File: config.mk
export PLATFORM = sky130hd
export DESIGN_NAME = debounced_counter_with_load
export DESIGN_NICKNAME = d
export VERILOG_FILES = /design/src/rtl/debounced_counter_with_load.sv
export SDC_FILE = /design/constraint.sdc
export NUM_CORES = 1
export LEC_CHECK = 0
export CAP_MARGIN = 10
export CORE_ASPECT_RATIO = 0.5
export CORE_MARGIN = 1
export CORE_UTILIZATION = 53
export CTS_CLUSTER_SIZE = 10
export DETAILED_ROUTE_END_ITERATION = 16
export PLACE_DENSITY_LB_ADDON = 0.2
export SLEW_MARGIN = 20
export SYNTH_ARGS = -nofsm -noshare
export SYNTH_HDL_FRONTEND = slang
export SYNTH_HIERARCHICAL = 1
export SYNTH_SLANG_ARGS = --single-unit
export TNS_END_PERCENT = 100
File: constraint.sdc
create_clock -name clock -period 1.6 [get_ports clock]
set_input_delay 0.24 -clock clock [delete_from_list [all_inputs] [get_ports clock]]
set_output_delay 0.24 -clock clock [all_outputs]
set_load 0.01 [all_outputs]
File: src/rtl/debounced_counter_with_load.sv
// debounced_counter_with_load
//   Up/down counter with synchronous load, driven straight from raw buttons.
//   Every button is synchronised and debounced. Up and down auto-repeat while
//   held. Load fires once per press. The count either wraps or saturates.
//
// Ports
//   clock       rising-edge clock for all state
//   resetN      asynchronous active-low reset
//   upButton    raw active-high button, count up
//   downButton  raw active-high button, count down
//   loadButton  raw active-high button, load switches
//   switches    load value, sampled when the load request is applied
//   counter     registered count
//   ack         one-cycle pulse, coincident with every applied request
//   atMax       counter is all ones (decoded from the register)
//   atMin       counter is zero (decoded from the register)

// button_debounce: 2-flop synchroniser plus a stable-level debouncer.
//   clock, resetN  clock and async active-low reset
//   raw            asynchronous button input
//   level          debounced level
module button_debounce #(
  parameter int unsigned DEBOUNCE_CYCLES = 16
) (
  input  logic clock,
  input  logic resetN,
  input  logic raw,
  output logic level
);

  localparam int unsigned CW = (DEBOUNCE_CYCLES > 1) ? $clog2(DEBOUNCE_CYCLES) : 1;
  localparam logic [CW-1:0] LAST = CW'(DEBOUNCE_CYCLES - 1);

  logic          sync1;
  logic          sync2;
  logic [CW-1:0] cnt;

  // The level flips on the edge where the mismatch has lasted DEBOUNCE_CYCLES cycles.
  always_ff @(posedge clock or negedge resetN) begin
    if (!resetN) begin
      sync1 <= 1'b0;
      sync2 <= 1'b0;
      level <= 1'b0;
      cnt   <= '0;
    end else begin
      sync1 <= raw;
      sync2 <= sync1;
      if (sync2 == level) begin
        cnt <= '0;
      end else if (cnt == LAST) begin
        level <= sync2;
        cnt   <= '0;
      end else begin
        cnt <= cnt + CW'(1);
      end
    end
  end

endmodule

// press_repeat: turns a debounced level into request pulses with auto-repeat.
//   clock, resetN  clock and async active-low reset
//   level          debounced button level
//   pulse          registered one-cycle request pulse
module press_repeat #(
  parameter int unsigned REPEAT_EN     = 1,
  parameter int unsigned REPEAT_DELAY  = 64,
  parameter int unsigned REPEAT_PERIOD = 8
) (
  input  logic clock,
  input  logic resetN,
  input  logic level,
  output logic pulse
);

  localparam int unsigned TMAX = (REPEAT_DELAY > REPEAT_PERIOD) ? REPEAT_DELAY : REPEAT_PERIOD;
  localparam int unsigned TW   = $clog2(TMAX + 1);

  typedef enum logic [1:0] {
    IDLE   = 2'd0,
    HELD   = 2'd1,
    REPEAT = 2'd2
  } state_t;

  state_t        state;
  logic [TW-1:0] timer;

  // Release always wins over an expiring timer, so no pulse is emitted on release.
  always_ff @(posedge clock or negedge resetN) begin
    if (!resetN) begin
      state <= IDLE;
      timer <= '0;
      pulse <= 1'b0;
    end else begin
      pulse <= 1'b0;
      case (state)
        IDLE: begin
          if (level) begin
            state <= HELD;
            pulse <= 1'b1;
            timer <= TW'(REPEAT_DELAY);
          end
        end
        HELD: begin
          if (!level) begin
            state <= IDLE;
          end else if (REPEAT_EN != 0) begin
            if (timer == TW'(1)) begin
              state <= REPEAT;
              pulse <= 1'b1;
              timer <= TW'(REPEAT_PERIOD);
            end else begin
              timer <= timer - TW'(1);
            end
          end
        end
        REPEAT: begin
          if (!level) begin
            state <= IDLE;
          end else if (timer == TW'(1)) begin
            pulse <= 1'b1;
            timer <= TW'(REPEAT_PERIOD);
          end else begin
            timer <= timer - TW'(1);
          end
        end
        default: state <= IDLE;
      endcase
    end
  end

endmodule

module debounced_counter_with_load #(
  parameter int unsigned WIDTH           = 4,
  parameter int unsigned DEBOUNCE_CYCLES = 16,
  parameter int unsigned REPEAT_EN       = 1,
  parameter int unsigned REPEAT_DELAY    = 64,
  parameter int unsigned REPEAT_PERIOD   = 8,
  parameter int unsigned WRAP            = 1
) (
  input  logic             clock,
  input  logic             resetN,
  input  logic             upButton,
  input  logic             downButton,
  input  logic             loadButton,
  input  logic [WIDTH-1:0] switches,
  output logic [WIDTH-1:0] counter,
  output logic             ack,
  output logic             atMax,
  output logic             atMin
);

  localparam logic [WIDTH-1:0] MAX_VAL = {WIDTH{1'b1}};
  localparam logic [WIDTH-1:0] MIN_VAL = '0;

  logic             up_level;
  logic             down_level;
  logic             load_level;
  logic             up_pulse;
  logic             down_pulse;
  logic             load_prev;
  logic             load_pulse;
  logic [WIDTH-1:0] count_next;
  logic             ack_next;

  button_debounce #(.DEBOUNCE_CYCLES(DEBOUNCE_CYCLES)) u_deb_up (
    .clock  (clock),
    .resetN (resetN),
    .raw    (upButton),
    .level  (up_level)
  );

  button_debounce #(.DEBOUNCE_CYCLES(DEBOUNCE_CYCLES)) u_deb_down (
    .clock  (clock),
    .resetN (resetN),
    .raw    (downButton),
    .level  (down_level)
  );

  button_debounce #(.DEBOUNCE_CYCLES(DEBOUNCE_CYCLES)) u_deb_load (
    .clock  (clock),
    .resetN (resetN),
    .raw    (loadButton),
    .level  (load_level)
  );

  press_repeat #(
    .REPEAT_EN     (REPEAT_EN),
    .REPEAT_DELAY  (REPEAT_DELAY),
    .REPEAT_PERIOD (REPEAT_PERIOD)
  ) u_press_up (
    .clock  (clock),
    .resetN (resetN),
    .level  (up_level),
    .pulse  (up_pulse)
  );

  press_repeat #(
    .REPEAT_EN     (REPEAT_EN),
    .REPEAT_DELAY  (REPEAT_DELAY),
    .REPEAT_PERIOD (REPEAT_PERIOD)
  ) u_press_down (
    .clock  (clock),
    .resetN (resetN),
    .level  (down_level),
    .pulse  (down_pulse)
  );

  // Load: one registered pulse per debounced rise, never repeats.
  always_ff @(posedge clock or negedge resetN) begin
    if (!resetN) begin
      load_prev  <= 1'b0;
      load_pulse <= 1'b0;
    end else begin
      load_prev  <= load_level;
      load_pulse <= load_level & ~load_prev;
    end
  end

  // Arbitration: load beats up/down; simultaneous up and down cancel.
  always_comb begin
    count_next = counter;
    ack_next   = 1'b0;
    if (load_pulse) begin
      count_next = switches;
      ack_next   = 1'b1;
    end else if (up_pulse && !down_pulse) begin
      ack_next = 1'b1;
      if ((WRAP != 0) || (counter != MAX_VAL)) begin
        count_next = counter + WIDTH'(1);
      end
    end else if (down_pulse && !up_pulse) begin
      ack_next = 1'b1;
      if ((WRAP != 0) || (counter != MIN_VAL)) begin
        count_next = counter - WIDTH'(1);
      end
    end
  end

  always_ff @(posedge clock or negedge resetN) begin
    if (!resetN) begin
      counter <= '0;
      ack     <= 1'b0;
    end else begin
      counter <= count_next;
      ack     <= ack_next;
    end
  end

  assign atMax = (counter == MAX_VAL);
  assign atMin = (counter == MIN_VAL);

endmodule
==> flow_summary.json <==
{
  "hpwlAfterDp_mm": 3.593,
  "core_area_mm2": 0.004573,
  "final_common_cell": "dfrtp_1",
  "numClockSinks": 48,
  "clk_path_buf_depth": 2,
  "first_pass_iters": 4,
  "crit_required_ns": 1.79,
  "synth_cells": 249,
  "grt_pass1_vias": 1949,
  "antenna_found_initial": 0,
  "num-nets-final": 328,
  "wl_per_cell_um": 13.93,
  "final_core_util_pct": 69.77,
  "antenna_cells": 0,
  "dieHeight_um": 51.72,
  "ff2ff_setup_slack_ns": -0.04,
  "fin_skew_ns": 0.01145,
  "wl_mm": 5.058,
  "drive_above_1_share_pct": 26.26,
  "period_share_pct": 102.5,
  "setup_viol": 2,
  "synth-seq-cells": 48,
  "yosysTopAreaCellShare_pct": 45.85,
  "htree_levels": 2,
  "vdd_ir_drop_max_uv": 443.5,
  "crit_start": "u_press_up/timer[4]$_DFFE_PN0P_",
  "synth_area_per_cell_um2": 10.52,
  "fillers": 359,
  "fin_ws_ns": -0.04073,
  "period_needed_ns": 1.641,
  "regArea_mm2": 0.001202,
  "slew_headroom_pct": 72.19,
  "grt_overflow": 0,
  "critPathSlowestCell": "or4_4",
  "r2r-end": "u_press_up/state[0]$_DFFE_PN0P_",
  "crit_path_start_kind": "flop",
  "status": "finished, violations left",
  "cts_tree": "built",
  "ys_top_cells_by_area": "dfrtp_1 46%, ha_1 10%, nand2_1 3.7%, o21ai_0 3.6%, a21oi_1 3.2%",
  "rows": 17,
  "dp_cells": 351,
  "critPathKind": "flop to flop",
  "grt_pass1_wl_mm": 8.390,
  "insertion_delay_ns": 0.30,
  "crit_path_end": "u_press_up/state[0]$_DFFE_PN0P_",
  "die_w_um": 101.4,
  "yosysWarnings": 6,
  "globalRouteTotalUtil_pct": 21.33,
  "r2r-start": "u_press_up/timer[4]$_DFFE_PN0P_",
  "port_buffers": 15,
  "violations": "negative setup slack",
  "worstPathArrival_ns": 1.83,
  "yosysTopAreaCell": "dfrtp_1",
  "hold_path.class": "flop to flop",
  "rsz0062_at_grt": "yes",
  "cts_buffers": 5,
  "layout_common_cells": "47 x dfrtp_1, 29 x buf_4, 26 x nand2_1",
  "dieArea_mm2": 0.005245,
  "syn_area_mm2": 0.002620,
  "powerDensity_mw_per_mm2": 977.3,
  "place_congestion": 0.8219,
  "yosysUniqueCellTypes": 37,
  "grt_max_degree": 49,
  "pin_count": 16,
  "end_kind": "flop",
  "cpPeakStageDelay_ns": 0.58,
  "worstPathMaxFanout": 5,
  "vias": 1951,
  "syn_nets": 280,
  "tightest_slew_ns": 0.4142,
  "root_buffer": "clkbuf_8",
  "drt_iter0_drc": 53,
  "fin_cells": 363,
  "multi_input_area_mm2": 0.001379,
  "ant_nets": 0,
  "maxCapViolCount": 0,
  "hold_viol": 0,
  "ys_seq_area_share_pct": 45.85,
  "crit_chain": "or4_4, nor3_4, a21oi_2, mux2_4",
  "start_util_pct": 57.29,
  "route.detailed.drc": 0,
  "clk_pin_slew_ns": 0.09,
  "viasPerCell": 5.375,
  "area_growth_pct": 21.78,
  "max_freq_mhz": 609.5,
  "p_leak_nw": 1.356,
  "final-max-slew-violation-count": 0,
  "finalPower_mw": 3.118,
  "ff2ff_path_depth": 4
}
sequential cells by signal, indices dropped and copies added (netlist names), 2 cells and up:
signal / count
u_press_up/timer: 7
u_press_down/timer: 7
u_deb_down/cnt: 4
u_deb_up/cnt: 4
u_press_up/state: 2
u_deb_load/cnt: 4
counter: 4
u_press_down/state: 2
how the worst min path moves through the flow:
stage / startpoint / endpoint / slack (ns) / depth (start not counted)
2_1_floorplan: resetN / ack$_DFF_PN0_ / -0.06 / 0
3_3_place_gp: resetN / u_press_up/timer[6]$_DFFE_PN0P_ / 0.24 / 2
3_5_place_dp: resetN / u_press_up/timer[6]$_DFFE_PN0P_ / 0.24 / 2
4_1_cts: u_deb_up/sync1$_DFF_PN0_ / u_deb_up/sync2$_DFF_PN0_ / 0.35 / 0
5_1_grt: u_deb_up/sync1$_DFF_PN0_ / u_deb_up/sync2$_DFF_PN0_ / 0.36 / 0
6_report: u_deb_up/sync1$_DFF_PN0_ / u_deb_up/sync2$_DFF_PN0_ / 0.34 / 0
worst max-delay path, delay by kind of cell (launching register included):
family / cells / cell delay (ns)
simple gates: 2 / 0.74
mux: 1 / 0.30
flops: 1 / 0.39
compound gates: 1 / 0.09
stage by stage:
step	area (um2)	TNS [ns]	hold WS [ns]	worst slack, ns
floorplan	2628	0	-0.05559	0.00004541
global placement	3019	0	0.2406	0.01432
detailed placement	3019	-0.1407	0.2414	-0.04450
CTS	3127	-0.07863	0.3501	-0.04368
global route	3191	-0.4068	0.3587	-0.08951
finish	3191	-0.07816	0.3405	-0.04073
synth_stat cells:
| library cell | instances |
|---|---|
| buf_2 | 2 |
| nand4_1 | 4 |
| nor2b_1 | 7 |
| a21oi_1 | 17 |
| xor2_1 | 2 |
| o2bb2ai_1 | 1 |
| o21ai_0 | 19 |
| or2_2 | 2 |
| nand3_2 | 3 |
| a21oi_2 | 2 |
| ha_1 | 21 |
| o32ai_1 | 2 |
| nor3b_2 | 4 |
| nand2_1 | 26 |
| nor2_4 | 1 |
| mux2_2 | 2 |
| mux2i_1 | 2 |
| and4_1 | 1 |
| buf_6 | 3 |
| nand2b_1 | 4 |
| nor3_4 | 2 |
| fa_1 | 1 |
| a22o_1 | 4 |
| nor3b_1 | 3 |
| nor4_1 | 1 |
| xnor2_1 | 6 |
| o211ai_1 | 2 |
| or4_4 | 2 |
| nand3_1 | 3 |
| nor3_1 | 10 |
| nand4b_1 | 4 |
| mux2_4 | 5 |
| o21ai_1 | 5 |
| and4b_1 | 2 |
| nor2_1 | 12 |
| inv_1 | 14 |
| dfrtp_1 | 48 |
where the power goes:
| part | leakage [nW] | switching, mW | total (mW) | internal (mW) |
|---|---|---|---|---|
| Combinational | 0.709 | 0.523 | 1.05 | 0.523 |
| Clock | 0.0410 | 0.390 | 0.688 | 0.298 |
| Sequential | 0.607 | 0.0778 | 1.38 | 1.31 |
metal layers:
metal | routed length (um) | up-vias | track usage, %
li1 | - | 966 | -
met1 | 2283 | 953 | 25.13
met2 | 2589 | 25 | 39.00
met3 | 129 | 7 | 5.376
met4 | 56 | 0 | 6.522
met5 | 0 | - | 0
what timing repair did:
action	4_1_cts	5_1_grt
pin swaps	0	5
hold endpoints to repair	48	0
gates resized for setup	4	21
setup buffers	2	2
setup endpoints to repair	10	18
hold buffers	1	0
layout make-up:
type | count | area share, %
clock inverter | 1 | 0.1569
sequential | 48 | 37.69
tap | 66 | 2.588
multi-input combinational | 182 | 43.22
clock buffer | 6 | 2.275
inverter | 14 | 1.725
timing repair buffer | 46 | 12.35
cells by family (layout without fill, tap and decap cells):
family / after synthesis / in the layout / share of synthesized area (%)
AOI/OAI and AO/OA: 52 / 52 / 11.41
xor gates and xnor gates: 8 / 8 / 2.674
adders and majority gates: 22 / 22 / 10.79
buffers and inverters: 19 / 67 / 3.677
DFF: 48 / 48 / 45.85
muxes: 9 / 9 / 4.489
and+or+nand+nor: 91 / 91 / 21.11
Power figures use the tool's default switching activity.
